==> src/rtl/fetch_pkg.sv <==
// Shared fetch-unit types and constants: redirect kinds, instruction/word sizing and
// the redirect target computation used by pc_fetch_unit.
package fetch_pkg;

   localparam int unsigned INSN_W     = 32;
   localparam int unsigned WORD_SHIFT = 2;

   typedef enum logic [1:0] {
      REDIR_NONE,
      REDIR_JUMP,
      REDIR_BRANCH
   } redir_kind_e;

   // Computed at 64 bits; the caller truncates to its address width, which also gives
   // the jump region bits pc[ADDR_W-1:28] and the wrapping branch sum.
   function automatic logic [63:0] redir_target_calc(
      input redir_kind_e  kind,
      input logic [63:0]  pc,
      input logic [25:0]  target,
      input logic [15:0]  imm
   );
      logic [63:0] seq_pc;
      logic [63:0] offset;
      logic [63:0] result;
      seq_pc = pc + 64'(1 << WORD_SHIFT);
      offset = 64'(signed'(imm)) << WORD_SHIFT;
      unique case (kind)
         REDIR_JUMP:   result = {pc[63:28], target, 2'b00};
         REDIR_BRANCH: result = seq_pc + offset;
         default:      result = pc;
      endcase
      return result;
   endfunction

endpackage

==> src/rtl/fetch_queue.sv <==
// In-order FIFO with synchronous flush and occupancy count; holds request PCs
// or {pc, instruction} words for the fetch unit.
module fetch_queue
   import fetch_pkg::*;
#(
   parameter int unsigned DEPTH = 2,
   parameter int unsigned W     = 64
) (
   input  logic                     clk,
   input  logic                     rst,
   input  logic                     flush,
   input  logic                     push,
   input  logic [W-1:0]             push_data,
   input  logic                     pop,
   output logic [W-1:0]             head_data,
   output logic                     head_valid,
   output logic [$clog2(DEPTH):0]   count
);

   localparam int unsigned PW = $clog2(DEPTH);
   localparam int unsigned CW = PW + 1;
   localparam logic [CW-1:0] DEPTH_C = DEPTH[CW-1:0];

   logic [W-1:0]  mem [DEPTH];
   logic [PW-1:0] wr_ptr;
   logic [PW-1:0] rd_ptr;
   logic          do_push;
   logic          do_pop;

   always_comb begin
      head_valid = (count != '0);
      do_pop     = pop & head_valid;
      do_push    = push & ~flush & ((count != DEPTH_C) | do_pop);
      head_data  = mem[rd_ptr];
   end

   always_ff @(posedge clk or posedge rst) begin
      if (rst) begin
         wr_ptr <= '0;
         rd_ptr <= '0;
         count  <= '0;
      end else if (flush) begin
         wr_ptr <= '0;
         rd_ptr <= '0;
         count  <= '0;
      end else begin
         if (do_push) wr_ptr <= wr_ptr + PW'(1);
         if (do_pop)  rd_ptr <= rd_ptr + PW'(1);
         count <= count + CW'(do_push) - CW'(do_pop);
      end
   end

   always_ff @(posedge clk) begin
      if (do_push) mem[wr_ptr] <= push_data;
   end

endmodule

==> src/rtl/pc_fetch_unit.sv <==
// In-order instruction fetch front end with credit-limited reads, redirect flush and drop counting.
// Optional IF_PERF_CNT_EN adds stall and flush performance counters.
module pc_fetch_unit
   import fetch_pkg::*;
#(
   parameter int unsigned        ADDR_W   = 32,
   parameter logic [ADDR_W-1:0]  RESET_PC = 'hBFC0_0000,
   parameter int unsigned        DEPTH    = 2
) (
   input  logic               clk,
   input  logic               rst,
   output logic               imem_req_valid,
   output logic [ADDR_W-1:0]  imem_req_addr,
   input  logic               imem_req_ready,
   input  logic               imem_rsp_valid,
   input  logic [INSN_W-1:0]  imem_rsp_data,
   output logic               ins_valid,
   output logic [INSN_W-1:0]  ins_data,
   output logic [ADDR_W-1:0]  ins_pc,
   input  logic               ins_ready,
   input  logic               redir_valid,
   input  logic               redir_jmp,
   input  logic               redir_ne,
   input  logic               redir_z,
   input  logic [ADDR_W-1:0]  redir_pc,
   input  logic [25:0]        redir_target,
   input  logic [15:0]        redir_imm
`ifdef IF_PERF_CNT_EN
   ,
   output logic [31:0]        perf_stall_cnt,
   output logic [31:0]        perf_flush_cnt
`endif
);

   localparam int unsigned CW = $clog2(DEPTH) + 1;
   localparam int unsigned QW = ADDR_W + INSN_W;
   localparam logic [CW:0] DEPTH_C = DEPTH[CW:0];

   logic [ADDR_W-1:0] pc;
   logic [ADDR_W-1:0] redir_addr;
   logic              running;
   logic [CW-1:0]     tag_count;
   logic [CW-1:0]     q_count;
   logic [CW-1:0]     drop;
   logic [CW-1:0]     drop_after;
   logic [CW:0]       credit;
   logic              accept;
   logic              taken;
   logic              rsp_pop;
   logic              rsp_keep;
   logic              pop;
   redir_kind_e       kind;
   logic [ADDR_W-1:0] tag_pc;
   logic              tag_valid;
   logic [QW-1:0]     q_head;
   logic              q_valid;

   always_comb begin
      credit         = {1'b0, tag_count} + {1'b0, q_count};
      imem_req_valid = running && (credit < DEPTH_C);
      imem_req_addr  = pc;
      accept         = imem_req_valid & imem_req_ready;
      taken          = redir_valid & (redir_jmp | (redir_ne ? ~redir_z : redir_z));
      kind           = !taken ? REDIR_NONE : (redir_jmp ? REDIR_JUMP : REDIR_BRANCH);
      redir_addr     = ADDR_W'(redir_target_calc(kind, 64'(redir_pc), redir_target, redir_imm));
      rsp_pop        = imem_rsp_valid & tag_valid;
      rsp_keep       = rsp_pop & (drop == '0) & ~taken;
      // Every read still in flight after this edge is wrong-path once a redirect is taken.
      drop_after     = tag_count + CW'(accept) - CW'(rsp_pop);
      pop            = q_valid & ins_ready;
      ins_valid      = q_valid;
      ins_data       = q_valid ? q_head[INSN_W-1:0] : '0;
      ins_pc         = q_valid ? q_head[QW-1:INSN_W] : '0;
   end

   always_ff @(posedge clk or posedge rst) begin
      if (rst) begin
         pc      <= RESET_PC;
         drop    <= '0;
         running <= 1'b0;
      end else begin
         running <= 1'b1;
         if (taken)       pc <= redir_addr;
         else if (accept) pc <= pc + ADDR_W'(1 << WORD_SHIFT);
         if (taken)                          drop <= drop_after;
         else if (rsp_pop && drop != '0)     drop <= drop - CW'(1);
      end
   end

   fetch_queue #(
      .DEPTH (DEPTH),
      .W     (ADDR_W)
   ) u_tag_fifo (
      .clk        (clk),
      .rst        (rst),
      .flush      (1'b0),
      .push       (accept),
      .push_data  (pc),
      .pop        (rsp_pop),
      .head_data  (tag_pc),
      .head_valid (tag_valid),
      .count      (tag_count)
   );

   fetch_queue #(
      .DEPTH (DEPTH),
      .W     (QW)
   ) u_insn_queue (
      .clk        (clk),
      .rst        (rst),
      .flush      (taken),
      .push       (rsp_keep),
      .push_data  ({tag_pc, imem_rsp_data}),
      .pop        (pop),
      .head_data  (q_head),
      .head_valid (q_valid),
      .count      (q_count)
   );

`ifdef IF_PERF_CNT_EN
   always_ff @(posedge clk or posedge rst) begin
      if (rst) begin
         perf_stall_cnt <= '0;
         perf_flush_cnt <= '0;
      end else begin
         if (!q_valid) perf_stall_cnt <= perf_stall_cnt + 32'd1;
         if (taken)    perf_flush_cnt <= perf_flush_cnt + 32'd1;
      end
   end
`endif

endmodule

==> config.mk <==
export PLATFORM = sky130hd
export DESIGN_NAME = pc_fetch_unit
export DESIGN_NICKNAME = d
export VERILOG_FILES = /design/src/rtl/fetch_pkg.sv /design/src/rtl/fetch_queue.sv /design/src/rtl/pc_fetch_unit.sv
export SDC_FILE = /design/constraint.sdc
export NUM_CORES = 1
export LEC_CHECK = 0
export ABC_AREA = 1
export CAP_MARGIN = 20
export CORE_ASPECT_RATIO = 2
export CORE_MARGIN = 4
export CORE_UTILIZATION = 35
export DETAILED_ROUTE_END_ITERATION = 12
export DONT_BUFFER_PORTS = 1
export SLEW_MARGIN = 10
export SYNTH_ARGS = -nofsm -noshare
export SYNTH_HDL_FRONTEND = slang
export SYNTH_SLANG_ARGS = --single-unit
export TNS_END_PERCENT = 50
==> constraint.sdc <==
create_clock -name clk -period 4.7 [get_ports clk]
set_input_delay 0.705 -clock clk [delete_from_list [all_inputs] [get_ports clk]]
set_output_delay 0.705 -clock clk [all_outputs]
set_load 0.1 [all_outputs]
After elaboration in Yosys (flattened, before gate mapping) --
Memory sizes are Yosys's and may differ from the RTL's. Index checks and enable logic that the tools add are counted.
Storage, ports and cells: word-level logic and storage cells 76, RAM bits 192, output and inout port bits 98, memories 2, input port bits 115, bits in registers 43
Memory list:
- u_insn_queue.mem | words 2, width 64, rd ports 1, clocked after memory_dff 0, wr ports 1, RTL line fetch_queue.sv:24 | logic [W-1:0] mem [DEPTH];
- u_tag_fifo.mem | words 2, width 32, rd ports 1, clocked after memory_dff 0, wr ports 1, RTL line fetch_queue.sv:24
Cells by class: order comparisons 1, reduce and logical (&&, ||, !) cells 10, muxes and demuxes 19, bitwise operators 16, $add $sub $neg 15, eq/ne operators 4
Operators by type and width (count):
- 32-bit two-way mux | 4
- 32-bit by 3-bit adder with 32-bit output (second input constant) | 2
- 32-bit case mux with 2 select lines | 1
- 32-bit by 18-bit adder with 32-bit output | 1
- 2-bit nonzero test | 7
- 1-bit bitwise AND | 11
- 2-bit two-way mux | 5
- 1-bit two-way mux | 9
- 2-bit by 1-bit adder with 2-bit output | 3
- 2-bit by 1-bit subtractor with 2-bit output | 3
- 1-bit adder (second input constant) | 4
- 2-bit inequality test (second input constant) | 2
- 2-bit by 2-bit adder with 3-bit output | 1
- 3-bit by 2-bit < comparator with 1-bit output (second input constant) | 1
- 1-bit OR | 3
- 2-bit by 1-bit == test with 1-bit output (second input constant) | 1
- 2-bit == test (second input constant) | 1
- 1-bit logical AND | 2
- 2-bit logical NOT | 1
- 1-bit inverter | 2
- 2-bit by 1-bit subtractor with 2-bit output (second input constant) | 1

Depth between registers and ports, before layout --
Gate-level depths: netlist (run 1).
depth after elaboration 11, depth in mapped cells 18

Hierarchy --
A second synthesis (run 1) with hierarchy kept.
Second synthesis, totals: cells, all modules 1565, area, all modules 13160.1 µm²
Modules (own cells, without submodules):
- pc_fetch_unit | area each 5552.8 µm², cells an instance 986, instances 1
- fetch_queue (u_insn_queue) | area each 4959.8 µm², cells an instance 373, instances 1
- fetch_queue (u_tag_fifo) | area each 2647.5 µm², cells an instance 206, instances 1

Least setup slack after synthesis (run 1) --
No wires, ideal clock.
kind reg2reg, start point reg u_tag_fifo.count[0], end point mem u_tag_fifo.mem[1][0] (netlist bit), enable pin, arrival time 4.161 ns, slack 0.116 ns, cell stages (with the launch flop) 9, data required time 4.277 ns, setup time 0.423 ns, cells stage by stage dfrtp_1 > nand2_1 > inv_1 > fa_1 > nor3b_2 > nand2_1 > a31oi_1 > inv_1 > nor2_1
Between the ends: cells in the longest elaborated chain, start to end 7
Ends and longest elaborated chain:
- from (decl) | RTL line fetch_queue.sv:17 | output logic [$clog2(DEPTH):0] count
- from (signal assigned) | RTL line fetch_queue.sv:49 | count <= count + CW'(do_push) - CW'(do_pop);
- 2-bit by 2-bit adder with 3-bit output | RTL line pc_fetch_unit.sv:59 | credit = {1'b0, tag_count} + {1'b0, q_count};
- 3-bit by 2-bit < comparator with 1-bit output | RTL line pc_fetch_unit.sv:60 | imem_req_valid = running && (credit < DEPTH_C);
- 1-bit logical AND | RTL line pc_fetch_unit.sv:60
- net imem_req_valid | RTL line pc_fetch_unit.sv:12 | output logic imem_req_valid,
- 1-bit bitwise AND | RTL line pc_fetch_unit.sv:62 | accept = imem_req_valid & imem_req_ready;
- 1-bit bitwise AND | RTL line fetch_queue.sv:33 | do_push = push & ~flush & ((count != DEPTH_C) | do_pop);
- net u_tag_fifo.do_push | RTL line fetch_queue.sv:27 | logic do_push;
- 1-bit two-way mux | RTL line fetch_queue.sv:54 | if (do_push) mem[wr_ptr] <= push_data;
- 1-bit two-way mux (implied by the code) | RTL line fetch_queue.sv:54
- to (decl) | RTL line fetch_queue.sv:24
The timed path passes the listed nets, and every way through them passes these cells.

Worst setup path in the final report (run 1) --
start point reg u_insn_queue.count[0], end point reg pc[31] (netlist: imem_req_addr[31])
Between the ends: cells in the longest elaborated chain, start to end 5
Ends and longest elaborated chain:
- from (decl) | RTL line fetch_queue.sv:17
- from (signal assigned) | RTL line fetch_queue.sv:49
- 2-bit by 2-bit adder with 3-bit output | RTL line pc_fetch_unit.sv:59
- 3-bit by 2-bit < comparator with 1-bit output | RTL line pc_fetch_unit.sv:60
- 1-bit logical AND | RTL line pc_fetch_unit.sv:60
- 1-bit bitwise AND | RTL line pc_fetch_unit.sv:62
- 2-bit nonzero test (no line)
- to (signal assigned) | RTL line pc_fetch_unit.sv:83 | if (taken) pc <= redir_addr;
- to (signal assigned) | RTL line pc_fetch_unit.sv:84 | else if (accept) pc <= pc + ADDR_W'(1 << WORD_SHIFT);
- to (decl) | RTL line pc_fetch_unit.sv:39 | logic [ADDR_W-1:0] pc;
Every way passes these cells. A chain may end at the register's enable or synchronous reset.

==> summary.txt, run 1 <==
Pwr
  – PD cells: roughly 700 nW/um^2
  – Peak supply drop: 0.4603 mV
  – Static leakage: approximately 6.5 nW

Setup path
  – Path depth of the worst reg2reg path: 14
  – Crit path DAT: 3.47 ns
  – CP Capture Type: flip-flop
  – Kind of critical path: flip-flop to flip-flop
  – Kind of start point of the critical path: flip-flop
  – Reg-to-reg endpoint: imem_req_addr[31]
  – R2R Path Start: u_insn_queue.count[0]
  – CP required: roughly 5 ns
  – R2R Setup Slk: ~1.7 ns
  – Worst-path fanout max: 30

Job
  – MaxCap Viol Count: 0

Final layout
  – Ant diodes: 0
  – Fin util: between 40% and 50%
  – Fill count: between 3000 and 4000
  – Layout cells sized above 1: around 15%
  – Final nets: about 1700
  – Syn-to-layout area delta: 16.94%

Floorplanning
  – Die width: 142.9 microns
  – Die Area: 39680 sq um
  – Core ar.: roughly 36000 sq um
  – Initial Utilization: between 30% and 40%
  – IO Pins: between 200 and 250
  – FP Rows: 98
  – Die Ht: approximately 280 microns

Placement
  – Final Wtd Congestion: 0.9774
  – Post-DP HPWL: slightly above 30000 microns
  – Number of buffers added on ports: 0

STA
  – Setup TNS: 0 ns
  – Final Setup Violations: 0
  – Min Tclk post-route: 3.035 ns
  – Least-Margin Pin Slew: around 1.1 ns
  – Max-slew violation count: 0
  – Unrepaired setup endpoints after global routing: no
  – F_max: roughly 330 MHz
  – Clock Skew: 0.03097 ns
  – Final hold viol count: 0
  – Slew margin rel.: 25.16%
  – Period utilization: approximately 65%

Worst hold path
  – Worst Hold Class: input pin to async pin

Route
  – First-pass iteration count of the detailed router: 5
  – Initial DRC count: ~470
  – Drt total wl: a little under 40000 microns
  – Drt wl/cell: 19.16 microns
  – Final ANT Viol Nets: 0
  – DRC Markers: 0
  – DR vias: 10230
  – Vias per cell: ~5.1

Global routing
  – Largest net degree at the start of global routing: 67
  – First-pass GRT wire length: just under 60000 microns
  – Number of global-route vias before repair: ~10000
  – Remaining global-route overflow: 0
  – Tot GR Track Use: 19.12%
  – Initial antenna violation count: 0

Yosys
  – Top cells by area, synth: edfxtp_1 (45%), nand2_1 (17%), dfrtp_1 (6.7%), ha_1 (6.3%), inv_1 (4.6%)
  – Post-Syn Area: approximately 13000 sq um
  – Synth Area in Adders: between 6 and 7%
  – Main synth FF type: edfxtp_1
  – Dominant cell type by area after synthesis: edfxtp_1
  – Synth warnings: 0
  – Flops & latches, synth: between 200 and 250
  – Most numerous cell in the Yosys netlist: nand2_1
  – Fraction of registers with async set/reset: between 10% and 20%
  – Compound-Gate Fraction of Synth Area: between 6 and 7%
  – Simple-gate share of the synthesized area: between 20% and 30%
  – Proportion of synthesized area in mux cells: 0%
  – Most instantiated cells after synthesis: nand2_1 (581), edfxtp_1 (192), inv_1 (156), a21oi_1 (98), nor2_1 (86)
  – Syn Nets: roughly 1700
  – Top-area cell type share of the netlist area: about 45%
  – Sequential fraction of the synthesis area: a little over half
  – Largest family of logic cells by synthesized area: simple AND/OR/NAND/NOR gates
  – Xor and xnor area share after synthesis: about 1.5%
  – Unique masters post-synth: 47
  – Synth Instances: between 1000 and 1500
  – EDFF count, synth: around 190
  – Avg Cell Area, Syn: approximately 8.7 sq um

Clock network
  – Sink Count: 235
  – Clock transition at path regs: ~0.070 ns
  – CTS Hold Bufs: 0
  – H-tree depth: 1
  – Post-CTS Setup Inserts: 0
  – Root buffer cell: clkbuf_16
  – Clk buf depth: 3
  – Worst-skew pair later-pin latency: 0.52 ns
  – CTS tree: built
  – Cts bufs inserted: 21
  – Post-CTS Resized: 0

Run status
  – Status: completed
cell families (layout without fill, tap and decap cells):
group,after synthesis,after routing
DFF,235,235
buffers and inverters,203,299
AOI/OAI and AO/OA,148,148
and+or+nand+nor,794,794
other,1,1
xor gates and xnor gates,22,22
adders and majority gates,66,66
layer usage:
layer	share of wire, %	global-route usage, %	vias up
met5	0	0	-
li1	-	-	4984
met4	6.2	10.83	0
met3	4.8	2.657	112
met2	57	38.15	320
met1	32	17.64	4810
state kept, by name, indices dropped and copies added (netlist names):
register / count
u_insn_queue.mem: 128
u_tag_fifo.count: 2
drop: 2
running: 1
u_tag_fifo.rd_ptr: 1
u_tag_fifo.mem: 64
u_insn_queue.rd_ptr: 1
u_insn_queue.count: 2
u_tag_fifo.wr_ptr: 1
u_insn_queue.wr_ptr: 1
imem_req_addr: 32
per-stage QoR:
stage / power, mW / cell area (sq um) / cells / setup slack, ns / hold slack, ns
finish: 10.29 / 14890 / 2015 / 1.665 / 0.2226
global route: 10.83 / 14890 / 2015 / 1.475 / 0.2615
CTS: 10.37 / 14830 / 2012 / 1.388 / 0.2282
detailed placement: 8.592 / 14130 / 1974 / 1.616 / 0.5218
global placement: 8.538 / 14130 / 1974 / 1.656 / 0.5118
floorplan: 7.144 / 12730 / 1469 / 0.1165 / 0.4802
critical path, stage by stage (launching register included):
cell	delay (ns)
dfrtp_1	0.43
nand2_1	0.08
inv_1	0.05
fa_1	0.48
nor3b_4	0.22
nand2_1	0.18
inv_1	0.21
nor2_1	0.06
buf_4	0.26
inv_2	0.44
o21ai_0	0.19
inv_1	0.17
nand3_1	0.09
nand2_1	0.06
inv_1	0.04
cells in the final DEF, fill, tap and decap left out, types with 33 or more instances in the layout:
| cell | instances |
|---|---|
| a21oi_1 | 34 |
| buf_4 | 95 |
| nor2_1 | 81 |
| ha_1 | 64 |
| a21oi_2 | 64 |
| nand3_1 | 70 |
| dfrtp_1 | 33 |
| inv_1 | 154 |
| edfxtp_1 | 192 |
| nand2_1 | 581 |
final cells by class:
class	instances	area, sq um	area share, %
Clock buffer	26	554.3	3.723
Multi-Input combinational cell	1031	5369	36.06
Clock inverter	12	147.6	0.9917
Inverter	162	608.1	4.084
Timing Repair Buffer	99	792.0	5.320
Sequential cell	235	6854	46.04
Tap cell	450	563.0	3.782
power breakdown:
| group | internal [mW] | total [mW] | switching (mW) |
|---|---|---|---|
| clock network | 1.01 | 1.75 | 0.742 |
| logic | 1.05 | 5.16 | 4.11 |
| registers | 2.79 | 3.37 | 0.584 |
| total | 4.86 | 10.3 | 5.43 |
worst max-delay path by stage:
stage | start | to | cells after the start
after global placement | u_insn_queue.count[0] | imem_req_addr[31] | 14
after global routing | u_insn_queue.count[0] | imem_req_addr[31] | 14
after floorplan | u_tag_fifo.count[0] | u_tag_fifo.mem[1][0] | 8
after CTS | u_insn_queue.rd_ptr | ins_data[25] | 5
after detailed placement | redir_valid | u_insn_queue.mem[1][24] | 6
final | u_insn_queue.count[0] | imem_req_addr[31] | 14
Power figures use the tool's default switching activity.
==> run 2, diff against run 1 <==
clock period = 2.7 ns   (was 4.7 ns; I/O delays follow)
==> run 2 against run 1 <==
Combinational power grew 87%. Critical path depth decreased by 9. Total power increased by 75%. Final cell count is 3.4% higher. Worst hold slack worse by 0.19 ns. Non-clock buffer count rose by 68. Sequential power increased by 61%. Global-route usage decreased by 0.33 points. Via count is 1.1% higher. Largest cell class unchanged. Largest power group unchanged. Highest routed layer unchanged.
==> summary.txt, run 2 (synthesis results as in run 1) <==
Run status
  – Status: completed

Clock network
  – Cts bufs inserted: 21
  – Clock transition at path regs: around 0.06 ns
  – CTS tree: built
  – Root buffer cell: clkbuf_16
  – Sink Count: about 240
  – H-tree depth: 1
  – Worst-skew pair later-pin latency: a little over 0.5 ns
  – Clk buf depth: 3
  – Post-CTS Setup Inserts: 0

Pwr
  – Share of power burned in registers: a little under a third
  – P_int: around 8.5 mW
  – Sw frac: a little over half
  – Comb pwr share: between 50% and 60%
  – PD cells: ~1200 nW/um^2
  – Peak supply drop: between 0.7 and 0.8 mV
  – Clock power frac: roughly 16%
  – Static leakage: 6.803 nW
  – Sw Pwr: 9.506 mW

STA
  – F_max: just under 400 MHz
  – Unrepaired setup endpoints after global routing: no
  – Max-slew violation count: 0
  – Least-Margin Pin Slew: 1.014 ns
  – Min Hold Slack: ~0.032 ns
  – PnR worst setup slack: 0.1706 ns
  – Clock Skew: between 0.015 and 0.02 ns
  – Final hold viol count: 0
  – Final Setup Violations: 0
  – Period utilization: a little over nine tenths
  – Slew margin rel.: roughly a third
  – Min Tclk post-route: between 2 and 3 ns

Route
  – First-pass iteration count of the detailed router: 5
  – Drt total wl: ~38000 microns
  – DR vias: between 10000 and 15000
  – Drt wl/cell: 18.39 microns
  – Vias per cell: a little under 5
  – Initial DRC count: between 400 and 500
  – DRC Markers: 0
  – Final ANT Viol Nets: 0

Setup path
  – Kind of start point of the critical path: flip-flop
  – CP endpoint: ins_pc[26]
  – R2R Path Start: u_insn_queue.count[0]
  – CP required: 2.30 ns
  – R2R Setup Slk: ~0.23 ns
  – CP Capture Type: output pin
  – Kind of critical path: flip-flop to output pin
  – Worst-path fanout max: 49
  – Crit. Startpoint: u_insn_queue.rd_ptr
  – Reg-to-reg endpoint: imem_req_addr[11]
  – Path depth of the worst reg2reg path: 12
  – Crit path DAT: roughly 2.1 ns

Final layout
  – Layout cells sized above 1: approximately 17%
  – Top reg by flops: u_insn_queue.mem
  – Fin util: a little over two fifths
  – Sequential Area: around 7000 sq um
  – Commonest cells after routing, fill and taps aside: nand2_1 (580), edfxtp_1 (192), inv_1 (153)
  – Multi-input combinational cell area: 5396 sq um
  – Fill count: roughly 3600
  – Syn-to-layout area delta: 21.92%
  – Final nets: 1799
  – Most common cell after layout, fill and taps aside: nand2_1
  – Max reg flops: around 130
  – Post-route insts no fill: 2084

Worst hold path
  – Worst Hold Class: input pin to flip-flop
  – Hold path cells: 1
  – Hold path startpoint: redir_pc[1]

Global routing
  – Remaining global-route overflow: 0
  – Number of global-route vias before repair: 10450
  – First-pass GRT wire length: approximately 57000 microns
  – Tot GR Track Use: 18.78%
  – Initial antenna violation count: 1
  – Largest net degree at the start of global routing: 66

Floorplanning
  – Core ar.: 35800 sq um
  – Die width: about 140 microns
  – IO Pins: ~210
  – Die Ht: 277.7 microns
  – Initial Utilization: between 30% and 40%
  – Die Area: around 40000 sq um
  – FP Rows: 98

Placement
  – Placed Cells: 2012
  – Number of buffers added on ports: 0
  – Setup slack at placement: -0.07876 ns
  – Post-DP HPWL: between 30000 and 40000 microns
  – Final Wtd Congestion: 1.002

Job
  – MaxCap Viol Count: 0
-- run 2: final cells by class --
cell class	instances	area share, %
inverter	162	3.918
clock buffer	25	3.611
multi-input combinational	1031	34.77
clock inverter	13	0.7013
sequential	235	44.18
antenna	1	0.01612
timing repair buffer	167	9.174
tap	450	3.628
-- run 2: repair_timing --
| item | in CTS | in global routing |
|---|---|---|
| endpoints found under the hold margin | 81 | 0 |
| resized for setup | 1 | 0 |
| hold buffers | 33 | 0 |
| setup endpoints to repair | 2 | 0 |
-- run 2: how the worst min path moves through the flow --
stage / slack (ns) / end
2_1_floorplan: 0.50 / u_insn_queue.mem[0][0]
4_1_cts: 0.006 / imem_req_addr[1]
3_5_place_dp: 0.37 / imem_req_addr[1]
6_report: 0.03 / imem_req_addr[1]
3_3_place_gp: 0.36 / imem_req_addr[0]
5_1_grt: 0.002 / imem_req_addr[1]
-- run 2: metrics by stage --
step           total power, mW   TNS, ns  area [sq um]
4_1_cts                  18.18         0         15520
6_report                 17.97         0         15520
3_3_place_gp             15.07   -0.1228         14520
5_1_grt                  18.87         0         15520
2_1_floorplan            12.48    -48.35         12790
3_5_place_dp             15.18  -0.07876         14520
-- run 2: worst max-delay path, cell delays in order, from the launching register on --
cell and delay (ns):
dfrtp_4 0.61, inv_2 0.13, buf_12 0.24, nand2_1 0.10, a21oi_2 0.19, buf_4 0.32
-- run 2: metal layers --
layer / GRT usage (%) / wire length (microns) / up-vias
met2: 38.22 / 22240 / 258
met4: 9.685 / 2103 / 0
li1: - / - / 5119
met1: 17.04 / 12300 / 4874
met5: 0 / 0 / -
met3: 2.691 / 1693 / 87
-- run 2: power by group through the flow --
stage               sequential, mW  clock (mW)  combinational, mW
floorplan                     6.82           0               5.66
global placement              5.46           0               9.60
detailed placement            5.49           0               9.69
CTS                           5.42        3.00               9.76
global route                  5.48        3.16               10.2
finish                        5.42        2.92               9.64
